--- config.mk ---
export PLATFORM = sky130hd
export DESIGN_NAME = ws_sa_feeder
export DESIGN_NICKNAME = d
export VERILOG_FILES = /design/src/rtl/ws_sa_feeder.sv
export SDC_FILE = /design/constraint.sdc
export NUM_CORES = 1
export LEC_CHECK = 0
export CORE_MARGIN = 2
export CORE_UTILIZATION = 25
export CTS_BUF_LIST = sky130_fd_sc_hd__clkbuf_4
export DETAILED_ROUTE_END_ITERATION = 8
export GPL_ROUTABILITY_DRIVEN = 1
export SLEW_MARGIN = 0
export SYNTH_ARGS = -nofsm -noshare
export SYNTH_HDL_FRONTEND = slang
export SYNTH_SLANG_ARGS = --single-unit
--- constraint.sdc ---
create_clock -name clk -period 5.2 [get_ports clk]
set_clock_uncertainty 0.2 [all_clocks]
set_input_delay 0.78 -clock clk [delete_from_list [all_inputs] [get_ports clk]]
set_output_delay 0.78 -clock clk [all_outputs]
set_load 0.02 [all_outputs]
--- src/rtl/ws_sa_feeder.sv ---
// Weight-stationary systolic-array feeder: buffers one 4x4 weight tile and 16 fmap
// vectors, then plays them out with a 1-cycle start, 4-cycle weight load and skewed fmap stream.
//
// state  | meaning
// IDLE   | accepts buffer writes and i_go
// START  | o_start pulse to the array (1 cycle)
// WLOAD  | weight rows 0..3 on o_w_col_* (4 cycles)
// STREAM | skewed fmap rows on o_f_row_* (19 cycles)
// DRAIN  | array flush before o_done (2 cycles)
module ws_sa_feeder #(
  parameter int DATA_WIDTH = 8,
  parameter int N_VEC      = 16
) (
  input  logic                    clk,
  input  logic                    rstn,
  input  logic                    i_wr_en,
  input  logic                    i_wr_sel,
  input  logic [3:0]              i_wr_addr,
  input  logic [4*DATA_WIDTH-1:0] i_wr_data,
  input  logic                    i_go,
  output logic                    o_busy,
  output logic                    o_done,
  output logic                    o_start,
  output logic [DATA_WIDTH-1:0]   o_w_col_1,
  output logic [DATA_WIDTH-1:0]   o_w_col_2,
  output logic [DATA_WIDTH-1:0]   o_w_col_3,
  output logic [DATA_WIDTH-1:0]   o_w_col_4,
  output logic [DATA_WIDTH-1:0]   o_f_row_1,
  output logic [DATA_WIDTH-1:0]   o_f_row_2,
  output logic [DATA_WIDTH-1:0]   o_f_row_3,
  output logic [DATA_WIDTH-1:0]   o_f_row_4
);

  localparam logic [2:0] IDLE   = 3'd0;
  localparam logic [2:0] START  = 3'd1;
  localparam logic [2:0] WLOAD  = 3'd2;
  localparam logic [2:0] STREAM = 3'd3;
  localparam logic [2:0] DRAIN  = 3'd4;

  logic [2:0] state, state_nx;
  logic [4:0] cnt, cnt_nx;
  logic       done_nx;
  logic [4:0] s_idx, t_idx;
  logic [1:0] j_idx;

  logic [DATA_WIDTH-1:0] wbuf [4][4];
  logic [DATA_WIDTH-1:0] fbuf [N_VEC][4];
  logic [DATA_WIDTH-1:0] w_nx [4];
  logic [DATA_WIDTH-1:0] f_nx [4];
  logic [DATA_WIDTH-1:0] w_q  [4];
  logic [DATA_WIDTH-1:0] f_q  [4];

  // cnt is a down-counter loaded with (state length - 1); the state ends at terminal count 0
  always_comb begin
    state_nx = state;
    cnt_nx   = cnt;
    done_nx  = 1'b0;
    case (state)
      IDLE:   if (i_go) begin state_nx = START; cnt_nx = 5'd0; end
      START:  begin state_nx = WLOAD; cnt_nx = 5'd3; end
      WLOAD:  if (cnt == 5'd0) begin state_nx = STREAM; cnt_nx = 5'd18; end
              else cnt_nx = cnt - 5'd1;
      STREAM: if (cnt == 5'd0) begin state_nx = DRAIN; cnt_nx = 5'd1; end
              else cnt_nx = cnt - 5'd1;
      DRAIN:  if (cnt == 5'd0) begin state_nx = IDLE; cnt_nx = 5'd0; done_nx = 1'b1; end
              else cnt_nx = cnt - 5'd1;
      default: begin state_nx = IDLE; cnt_nx = 5'd0; end
    endcase
  end

  // Outputs are registered from the state being entered, so they line up with that state's cycle.
  always_comb begin
    j_idx = 2'd3 - cnt_nx[1:0];
    s_idx = 5'd18 - cnt_nx;
    t_idx = '0;
    for (int r = 0; r < 4; r++) begin
      w_nx[r] = (state_nx == WLOAD) ? wbuf[j_idx][r] : '0;
      t_idx   = s_idx - 5'(r);
      f_nx[r] = '0;
      if (state_nx == STREAM && s_idx >= 5'(r) && t_idx < 5'd16)
        f_nx[r] = fbuf[t_idx[3:0]][r];
    end
  end

  always_ff @(posedge clk or negedge rstn) begin
    if (!rstn) begin
      state   <= IDLE;
      cnt     <= '0;
      o_busy  <= 1'b0;
      o_done  <= 1'b0;
      o_start <= 1'b0;
      for (int r = 0; r < 4; r++) begin
        w_q[r] <= '0;
        f_q[r] <= '0;
        for (int e = 0; e < 4; e++) wbuf[e][r] <= '0;
        for (int e = 0; e < N_VEC; e++) fbuf[e][r] <= '0;
      end
    end else begin
      state   <= state_nx;
      cnt     <= cnt_nx;
      o_busy  <= (state_nx != IDLE);
      o_done  <= done_nx;
      o_start <= (state_nx == START);
      for (int r = 0; r < 4; r++) begin
        w_q[r] <= w_nx[r];
        f_q[r] <= f_nx[r];
      end
      if (state == IDLE && i_wr_en) begin
        for (int k = 0; k < 4; k++) begin
          if (i_wr_sel) fbuf[i_wr_addr][k]      <= i_wr_data[k*DATA_WIDTH +: DATA_WIDTH];
          else          wbuf[i_wr_addr[1:0]][k] <= i_wr_data[k*DATA_WIDTH +: DATA_WIDTH];
        end
      end
    end
  end

  assign o_w_col_1 = w_q[0];
  assign o_w_col_2 = w_q[1];
  assign o_w_col_3 = w_q[2];
  assign o_w_col_4 = w_q[3];
  assign o_f_row_1 = f_q[0];
  assign o_f_row_2 = f_q[1];
  assign o_f_row_3 = f_q[2];
  assign o_f_row_4 = f_q[3];

endmodule

---- Yosys cells after proc, flatten, opt, wreduce, memory -nomap -nowiden ----
Index checks and enable logic that the tools add are counted.
cells by class
  reduce and logical (&&, ||, !) cells .... 14
  eq/ne operators ......................... 7
  bitwise gates (word level) .............. 7
  muxes and demuxes ....................... 73
  $lt $le $gt $ge ......................... 17
  add/sub/neg operators ................... 6
operators with widths
  operator                                                                              number
  512-bit 2-to-1 mux                                                                    7
  512-bit bitwise mux                                                                   4
  128-bit 2-to-1 mux                                                                    7
  32-bit binary-select mux with 4-bit select                                            4
  128-bit bitwise mux                                                                   4
  32-bit demux with 4-bit select                                                        4
  32-bit demux with 2-bit select                                                        4
  32-bit 2-to-1 mux                                                                     6
  24-bit 2-to-1 mux                                                                     4
  8-bit 2-to-1 mux                                                                      12
  32-bit binary-select mux with 2-bit select                                            1
  16-bit 2-to-1 mux                                                                     4
  5-bit greater-or-equal comparator (second input constant)                             5
  4-bit inverter with 5-bit output                                                      5
  5-bit one-hot mux with 5 select lines                                                 1
  5-bit less-than comparator (second input constant)                                    4
  5-bit 2-to-1 mux                                                                      4
  3-bit one-hot mux with 5 select lines                                                 1
  3-bit by 2-bit == test with 1-bit output (second input constant)                      4
  3-bit 2-to-1 mux                                                                      4
  1-bit logical AND                                                                     11
  5-bit by 1-bit greater-or-equal comparator with 1-bit output (second input constant)  2
  5-bit by 2-bit greater-or-equal comparator with 1-bit output (second input constant)  2
  5-bit by 1-bit subtractor with 5-bit output (second input constant)                   2
  other kinds (13)                                                                      18
word-level totals
  register bits ........................... 715
  bits of input ports ..................... 41
  output and inout port bits .............. 67

---- Depth between registers and ports, before layout ----
Gate-level depths: netlist of the first run.
  depth in word-level cells ............... 16
  gate-level depth with buffers ........... 20

---- Worst setup path before layout of the first run ----
OpenSTA, ideal clock, no wires.
  path kind ............................... reg-to-reg
  start ................................... register cnt[0]
  end ..................................... register f_q (netlist bit o_f_row_4[1])
  cell stages (with the launch flop) ...... 21
  arrival ................................. 4.779 ns
  library setup time ...................... 0.084 ns
  required time ........................... 4.916 ns
  period minus slack after synthesis ...... 5.063 ns
  path slack .............................. 0.137 ns
  buffers on the path ..................... 8
  path through ............................ dfrtp_1 inv_1 ha_1 nor4b_4 a21o_1 o221ai_4 buf_2 buf_2 buf_4 buf_2 ha_1 clkbuf_1 inv_2 buf_1 clkbuf_1 ha_1 a21oi_1 xnor2_1 or3b_1 buf_2 o22ai_1
RTL lines
  item                             line  text
  from (decl)                      41    logic [4:0] cnt, cnt_nx;
  from (signal assigned)           100   cnt <= cnt_nx;
  to (signal, indexed assignment)  106   f_q[r] <= f_nx[r];
  to (decl)                        51    logic [DATA_WIDTH-1:0] f_q [4];

==> results of run 1 <==
## report_power, final
part / internal (mW) / switching, mW / leakage, nW
Sequential: 6.32 / 0.383 / 9.77
Clock: 2.57 / 2.34 / 1.41
Combinational: 4.34 / 6.41 / 6.40
Total: 13.2 / 9.12 / 17.6
## state kept, by name (all words and copies together), names as in the netlist, 8 cells and up
name       count
o_w_col_3      8
o_w_col_4      8
o_f_row_3      8
o_f_row_2      8
o_f_row_1      8
wbuf         128
o_w_col_2      8
fbuf         512
o_w_col_1      8
o_f_row_4      8
## what timing repair did
action / CTS / global route
hold buffers: 1 / 0
setup buffers: 0 / 0
endpoints found under the hold margin: 73 / 0
setup endpoints to repair: 0 / 0
## layout make-up
| cell class | count | area share [%] |
|---|---|---|
| inverter | 9 | 0.0981 |
| antenna | 4 | 0.0271 |
| tap | 1650 | 5.58 |
| sequential | 715 | 48.4 |
| clock inverter | 34 | 0.656 |
| multi-input combinational | 1174 | 35.1 |
| clock buffer | 282 | 5.72 |
| timing repair buffer | 162 | 4.47 |
## stage by stage
stage                     util, %  cells  total power, mW  hold WS, ns
after global placement       27.6   3709             17.7        0.281
final                        29.5   4030             22.4        0.210
after global routing         29.5   4030             23.8        0.120
after CTS                    29.5   4026             22.8       0.0824
after floorplan                 -   2085             14.2        0.272
after detailed placement     27.6   3709             17.7        0.287
## cell usage after synthesis (all sizes together), types with 2 or more instances
library cell / instances
xor2: 6
or3: 2
mux2i: 56
o21bai: 2
and3: 18
nand4: 3
a21oi: 12
mux2: 648
mux4: 128
nor2b: 4
ha: 7
buf: 76
or3b: 2
nor2: 9
nand2: 93
o22ai: 8
o211a: 8
nand2b: 7
nor4b: 2
nor4: 2
a211oi: 65
xnor2: 8
clkbuf: 111
dfrtp: 715
o21ai: 4
nor3: 6
and2: 32
inv: 8
nand3: 29
## cell families (layout without fill, tap and decap cells)
group,after synthesis,count (layout),share of synthesized area [%]
xor gates and xnor gates,14,14,0.484
other,0,4,0
adders and majority gates,7,7,0.278
buffers and inverters,196,487,2.49
and+or+nand+nor,214,214,3.41
DFF,715,715,56.7
AOI/OAI and AO/OA,107,107,2.62
muxes,832,832,34.0
## path summary, 6_finish.rpt
| kind | startpoint | to | slack (ns) |
|---|---|---|---|
| setup / recovery | state[0] | o_f_row_4[4] | 0.68 |
| hold / removal | rstn | fbuf[307] | 0.21 |
| setup reg to reg | state[0] | o_f_row_4[4] | 0.68 |
| hold reg to reg | wbuf[69] | wbuf[69] | 0.30 |
| max in group asynchronous | rstn | wbuf[110] | 3.49 |
| min in group clk | i_go | o_start | 0.21 |
## worst max-delay path: stages (launching register included)
cell	delay, ns
sky130_fd_sc_hd__dfrtp_1	0.51
sky130_fd_sc_hd__or3b_1	0.48
sky130_fd_sc_hd__a21o_1	0.30
sky130_fd_sc_hd__o221ai_4	0.50
sky130_fd_sc_hd__ha_2	0.50
sky130_fd_sc_hd__inv_4	0.45
sky130_fd_sc_hd__ha_1	0.27
sky130_fd_sc_hd__a21oi_1	0.08
sky130_fd_sc_hd__xnor2_1	0.20
sky130_fd_sc_hd__nand4_1	0.52
sky130_fd_sc_hd__o22ai_1	0.34
## metal layers
metal  routed length (µm)  global-route usage, %  up-vias  share of wire (%)
met1                36500                   16.4     9790                 45
met2                38700                   20.2      370                 48
met5                   87                      0        -               0.11
li1                     -                      -     8077                  -
met4                 1550                   4.14       16                1.9
met3                 4380                   3.68      141                5.4
==> Flow_metrics.wiki, run 1 <==
{| class="wikitable"
! Metric !! Value
|-
| Setup repair after global routing missed its margin || false
|-
| Worst min-delay path class || input port to async pin
|-
| Fraction of final layout cells sized beyond drive strength 1 || between 40% and 50%
|-
| Worst setup timing slack at the placement stage || around 0.55 ns
|-
| Number of placement rows || 130
|-
| Worst slew slack as a fraction of its limit || 33.7%
|-
| Type of destination of the critical path || flip-flop
|-
| Power per standard cell area || just over 600 nW/µm²
|-
| Count of synthesis-stage warnings from yosys || 0
|-
| Vias per std cell || 4.56
|-
| Result of the run || finished, final reports clean
|-
| Pin count of the biggest net entering global routing || 112
|-
| Starting density of the core || 25.2%
|-
| Residual DRC count || 0
|-
| EDFF count, synth || 0
|-
| Synth area leader || sky130_fd_sc_hd__dfrtp_1
|-
| Share of synthesized area occupied by flip-flops and latches || 56.7%
|-
| Die X || 359 µm
|-
| Floorplan die height || 359 µm
|-
| Total congestion overflow after global routing || 0
|-
| Number of pins with negative max-slew slack in the final report || 0
|-
| Number of violations reported at the end of detailed-routing iteration 0 || 1,106
|-
| Final period demand of the worst path || about 4.5 ns
|-
| Final net count || 2,293
|-
| Transition time at the pin with the least slew margin || approximately 1 ns
|-
| IO Port Bufs || 107
|-
| Nature of the critical path startpoint || flip-flop
|-
| Area inside the core boundary || approximately 130,000 µm²
|-
| Logic depth of the worst register-to-register path || 10
|-
| IO Count || 108
|-
| Post-synthesis area per instance || 15.1 µm²
|-
| Worst Slack Setup Final || 0.682 ns
|-
| Post-CTS resize count || 0
|-
| Cell variety after synth || 53
|-
| DP HPWL || 49,500 µm
|-
| Vias || 18,400
|-
| First-pass iteration count of the detailed router || 5
|-
| Yosys reg bits || 715
|-
| Wire length of the first global-routing pass || 124,000 µm
|-
| Leakage power || 17.6 nW
|-
| Number of instances in the synthesized netlist || around 2,100
|-
| Layout Area Growth over Synthesis || 17.2%
|-
| Clock slew at reported path FFs || 0.07 ns
|-
| Peak supply drop || 0.000800 V
|-
| Critical path arrival || 5.21 ns
|-
| Fin crit share || 86.9%
|-
| Post-synth top flop || sky130_fd_sc_hd__dfrtp_1
|-
| Clock Tree Root || sky130_fd_sc_hd__clkbuf_4
|-
| Biggest area contributors in the synthesized netlist || sky130_fd_sc_hd__dfrtp_1 57%, sky130_fd_sc_hd__mux2_2 23%, sky130_fd_sc_hd__mux4_2 9.1%, sky130_fd_sc_hd__mux2i_1 1.8%, sky130_fd_sc_hd__a211oi_1 1.5%
|-
| Clock buffers created by TritonCTS || 183
|-
| # clock sinks || 715
|-
| Kind of critical path || flip-flop to flip-flop
|-
| Post-place instance area || roughly 35,000 µm²
|-
| Aggregate negative setup slack || 0 ns
|-
| Maximum fanout encountered on the critical timing path || 24
|-
| Area of the multi-input gates || 13,000 µm²
|-
| CTS H-tree lvls || 4
|-
| GRT Resource Usage Total || 12.6%
|-
| Most common library cell in the layout ignoring fill and taps || sky130_fd_sc_hd__dfrtp_1
|-
| CTS tree || yes
|-
| Die Area || 129,000 µm²
|-
| Hold violation count in the final report || 0
|-
| Number of antenna violations at the first check in global routing || 14
|-
| Total Routed Length || about 81,000 µm
|-
| Proportion of register bits with asynchronous set or reset after synthesis || 100%
|-
| F_max || 221 MHz
|-
| Post-synth top area share || 56.7%
|-
| Routed length per placed instance || 20.2 µm
|-
| Sequential cell area || 17,900 µm²
|-
| Number of inserted filler cells in the final layout || around 13,000
|-
| Max Cap Violations || 0
|-
| Net count after synthesis || 2,133
|-
| Most frequent cells in the layout || 715 x sky130_fd_sc_hd__dfrtp_1, 648 x sky130_fd_sc_hd__mux2_2, 282 x sky130_fd_sc_hd__clkbuf_4
|-
| Required time at the endpoint of the critical path || 5.89 ns
|-
| Total of endpoints with negative setup slack in the final report || 0
|-
| Last weighted congestion value of the routability-driven placer || 0.734
|-
| Cell area after synthesis || 31,600 µm²
|-
| Design Area, Final || about 37,000 µm²
|-
| Final antenna-violating net count || 0
|-
| Number of global-route vias before repair || 19,500
|-
| Max Root-Sink Buffers || 3
|-
| Clock latency on the worst-skew pair || about 1.0 ns
|}
No activity file was read; power rests on OpenSTA's default activity.
==> run 2: changes to the inputs <==
- SLEW_MARGIN: 0 -> 10
==> results of run 2 <==
Final layout, timing and power as in run 1 (identical DEF).
==> run 3: changes to the inputs <==
- CELL_PAD_IN_SITES_DETAIL_PLACEMENT: unset -> 1
- CELL_PAD_IN_SITES_GLOBAL_PLACEMENT: unset -> 1
- PLACE_DENSITY_LB_ADDON: unset -> 0.1
==> Flow_metrics.wiki, run 3 (same netlist as run 1, synthesis figures left out) <==
{| class="wikitable"
! Metric !! Value
|-
| Required time at the endpoint of the critical path || 6.00 ns
|-
| DP HPWL || 55,400 µm
|-
| Transition time at the pin with the least slew margin || 1.24 ns
|-
| Number of global-route vias before repair || 21,700
|-
| Residual DRC count || 0
|-
| Max FFs per register || 512
|-
| IO Count || around 110
|-
| Kind of critical path || flip-flop to flip-flop
|-
| Largest Register || fbuf
|-
| Critical path arrival || 5.36 ns
|-
| Hold buffers post-CTS || 3
|-
| Total congestion overflow after global routing || 0
|-
| Most common library cell in the layout ignoring fill and taps || sky130_fd_sc_hd__dfrtp_1
|-
| Vias || 18,700
|-
| Most frequent cells in the layout || 715 x sky130_fd_sc_hd__dfrtp_1, 648 x sky130_fd_sc_hd__mux2_2, 299 x sky130_fd_sc_hd__clkbuf_4
|-
| Setup repair after global routing missed its margin || false
|-
| Pin count of the biggest net entering global routing || roughly 120
|-
| Final net count || approximately 2,300
|-
| Floorplan die height || 359 µm
|-
| Worst slew slack as a fraction of its limit || roughly 17%
|-
| Type of destination of the critical path || flip-flop
|-
| Die Area || 129,000 µm²
|-
| Worst min-delay path class || input port to async pin
|-
| Number of violations reported at the end of detailed-routing iteration 0 || between 800 and 900
|-
| Clock Tree Root || sky130_fd_sc_hd__clkbuf_4
|-
| Routed length per placed instance || 23.5 µm
|-
| Number of placement rows || between 100 and 150
|-
| Fin crit share || 87.7%
|-
| Leakage power || about 18 nW
|-
| Die X || 359 µm
|-
| Starting density of the core || about a quarter
|-
| Clock latency on the worst-skew pair || 1.15 ns
|-
| Clock slew at reported path FFs || 0.07 ns
|-
| Number of antenna violations at the first check in global routing || 13
|-
| Number of setup buffers added after CTS || 0
|-
| Power per standard cell area || 629 nW/µm²
|-
| Total Routed Length || about 96,000 µm
|-
| Max Root-Sink Buffers || 3
|-
| Peak supply drop || 0.000924 V
|-
| Aggregate negative setup slack || 0 ns
|-
| Overall Power || 23.5 mW
|-
| GRT Resource Usage Total || 15.2%
|-
| Wire length of the first global-routing pass || 145,000 µm
|-
| Hold violation count in the final report || 0
|-
| Number of pins with negative max-slew slack in the final report || 0
|-
| Result of the run || finished, final reports clean
|-
| Worst setup timing slack at the placement stage || 0.410 ns
|-
| IO Port Bufs || 107
|-
| Final period demand of the worst path || 4.56 ns
|-
| Nature of the critical path startpoint || flip-flop
|-
| Final antenna-violating net count || 0
|-
| Layout Area Growth over Synthesis || 18.4%
|-
| Vias per std cell || 4.60
|-
| # clock sinks || 715
|-
| Worst Slack Setup Final || 0.641 ns
|-
| Final Hold Slack || 0.225 ns
|-
| CTS tree || yes
|-
| Total of endpoints with negative setup slack in the final report || 0
|-
| Maximum fanout encountered on the critical timing path || 14
|-
| Area inside the core boundary || 125,000 µm²
|-
| Fraction of final layout cells sized beyond drive strength 1 || 49.2%
|-
| Clock buffers created by TritonCTS || 207
|-
| Design Area, Final || 37,400 µm²
|-
| Last weighted congestion value of the routability-driven placer || 0.712
|-
| CTS H-tree lvls || 4
|-
| Post-CTS resize count || 0
|-
| Max Cap Violations || 0
|-
| Registers with the most flip-flops || fbuf x512, wbuf x128
|-
| First-pass iteration count of the detailed router || 4
|-
| Post-place instance area || 34,700 µm²
|-
| F_max || 219 MHz
|}
## run 3: cell types whose count changed in the layout (fill, tap and decap cells not counted), sizes merged
| cell | before | now |
|---|---|---|
| clkinv | 28 | 39 |
| diode | 4 | 9 |
| clkbuf | 282 | 299 |
| inv | 13 | 11 |
| buf | 55 | 62 |
| dlygate4sd3 | 1 | 2 |
| bufinv | 2 | 7 |
| clkinvlp | 0 | 2 |
## run 3: report_power, final
part | internal, mW | leakage [nW] | switching (mW) | total [mW]
clock network | 2.95 | 1.56 | 2.50 | 5.44
registers | 6.33 | 9.77 | 0.381 | 6.71
logic | 4.52 | 6.45 | 6.84 | 11.4
## run 3: area by class of cell
type / count / area [µm²]
inverter: 9 / 36.3
antenna: 9 / 22.5
fill: 13200 / 88000
sequential: 715 / 17900
tap: 1650 / 2060
timing repair buffer: 170 / 1740
clock buffer: 299 / 2240
multi-input combinational: 1174 / 13000
clock inverter: 50 / 395
## run 3: per-stage QoR
stage / std cells / util [%]
finish: 4076 / 29.8
CTS: 4067 / 29.8
global route: 4075 / 29.8
floorplan: 2085 / -
detailed placement: 3715 / 27.6
global placement: 3715 / 27.6
## run 3: worst max-delay path, stage by stage, from the launching register on
cell,delay (ns)
sky130_fd_sc_hd__dfrtp_1,0.43
sky130_fd_sc_hd__inv_1,0.08
sky130_fd_sc_hd__ha_1,0.19
sky130_fd_sc_hd__nor4b_4,0.47
sky130_fd_sc_hd__a21o_1,0.31
sky130_fd_sc_hd__o221ai_4,0.18
sky130_fd_sc_hd__ha_2,0.23
sky130_fd_sc_hd__xor2_2,0.16
sky130_fd_sc_hd__inv_1,0.08
sky130_fd_sc_hd__ha_1,0.24
sky130_fd_sc_hd__xor2_1,0.19
sky130_fd_sc_hd__xnor2_2,0.95
sky130_fd_sc_hd__buf_4,0.28
sky130_fd_sc_hd__mux2i_1,0.19
sky130_fd_sc_hd__nand2_1,0.07
sky130_fd_sc_hd__o211a_1,0.15
## run 3: final timing paths
kind,slack (ns),to,startpoint,depth (start not counted)
min in group clk,0.30,fbuf[201],fbuf[201],1
worst max register to register,0.64,o_f_row_3[0],cnt[0],15
max in group asynchronous,3.86,fbuf[293],rstn,3
worst min register to register,0.30,fbuf[201],fbuf[201],1
worst max-delay path,0.64,o_f_row_3[0],cnt[0],15
worst min-delay path,0.22,fbuf[432],rstn,3
## run 3: layer usage
metal  part of all wire (%)  vias up  global-route usage, %  routed length [µm]
met2                     49      374                   25.6               47200
met3                    4.5      188                   3.25                4340
li1                       -     8138                      -                   -
met4                    2.5       10                   5.72                2400
met1                     44    10000                   19.0               41800
met5                  0.066        -                      0                  63
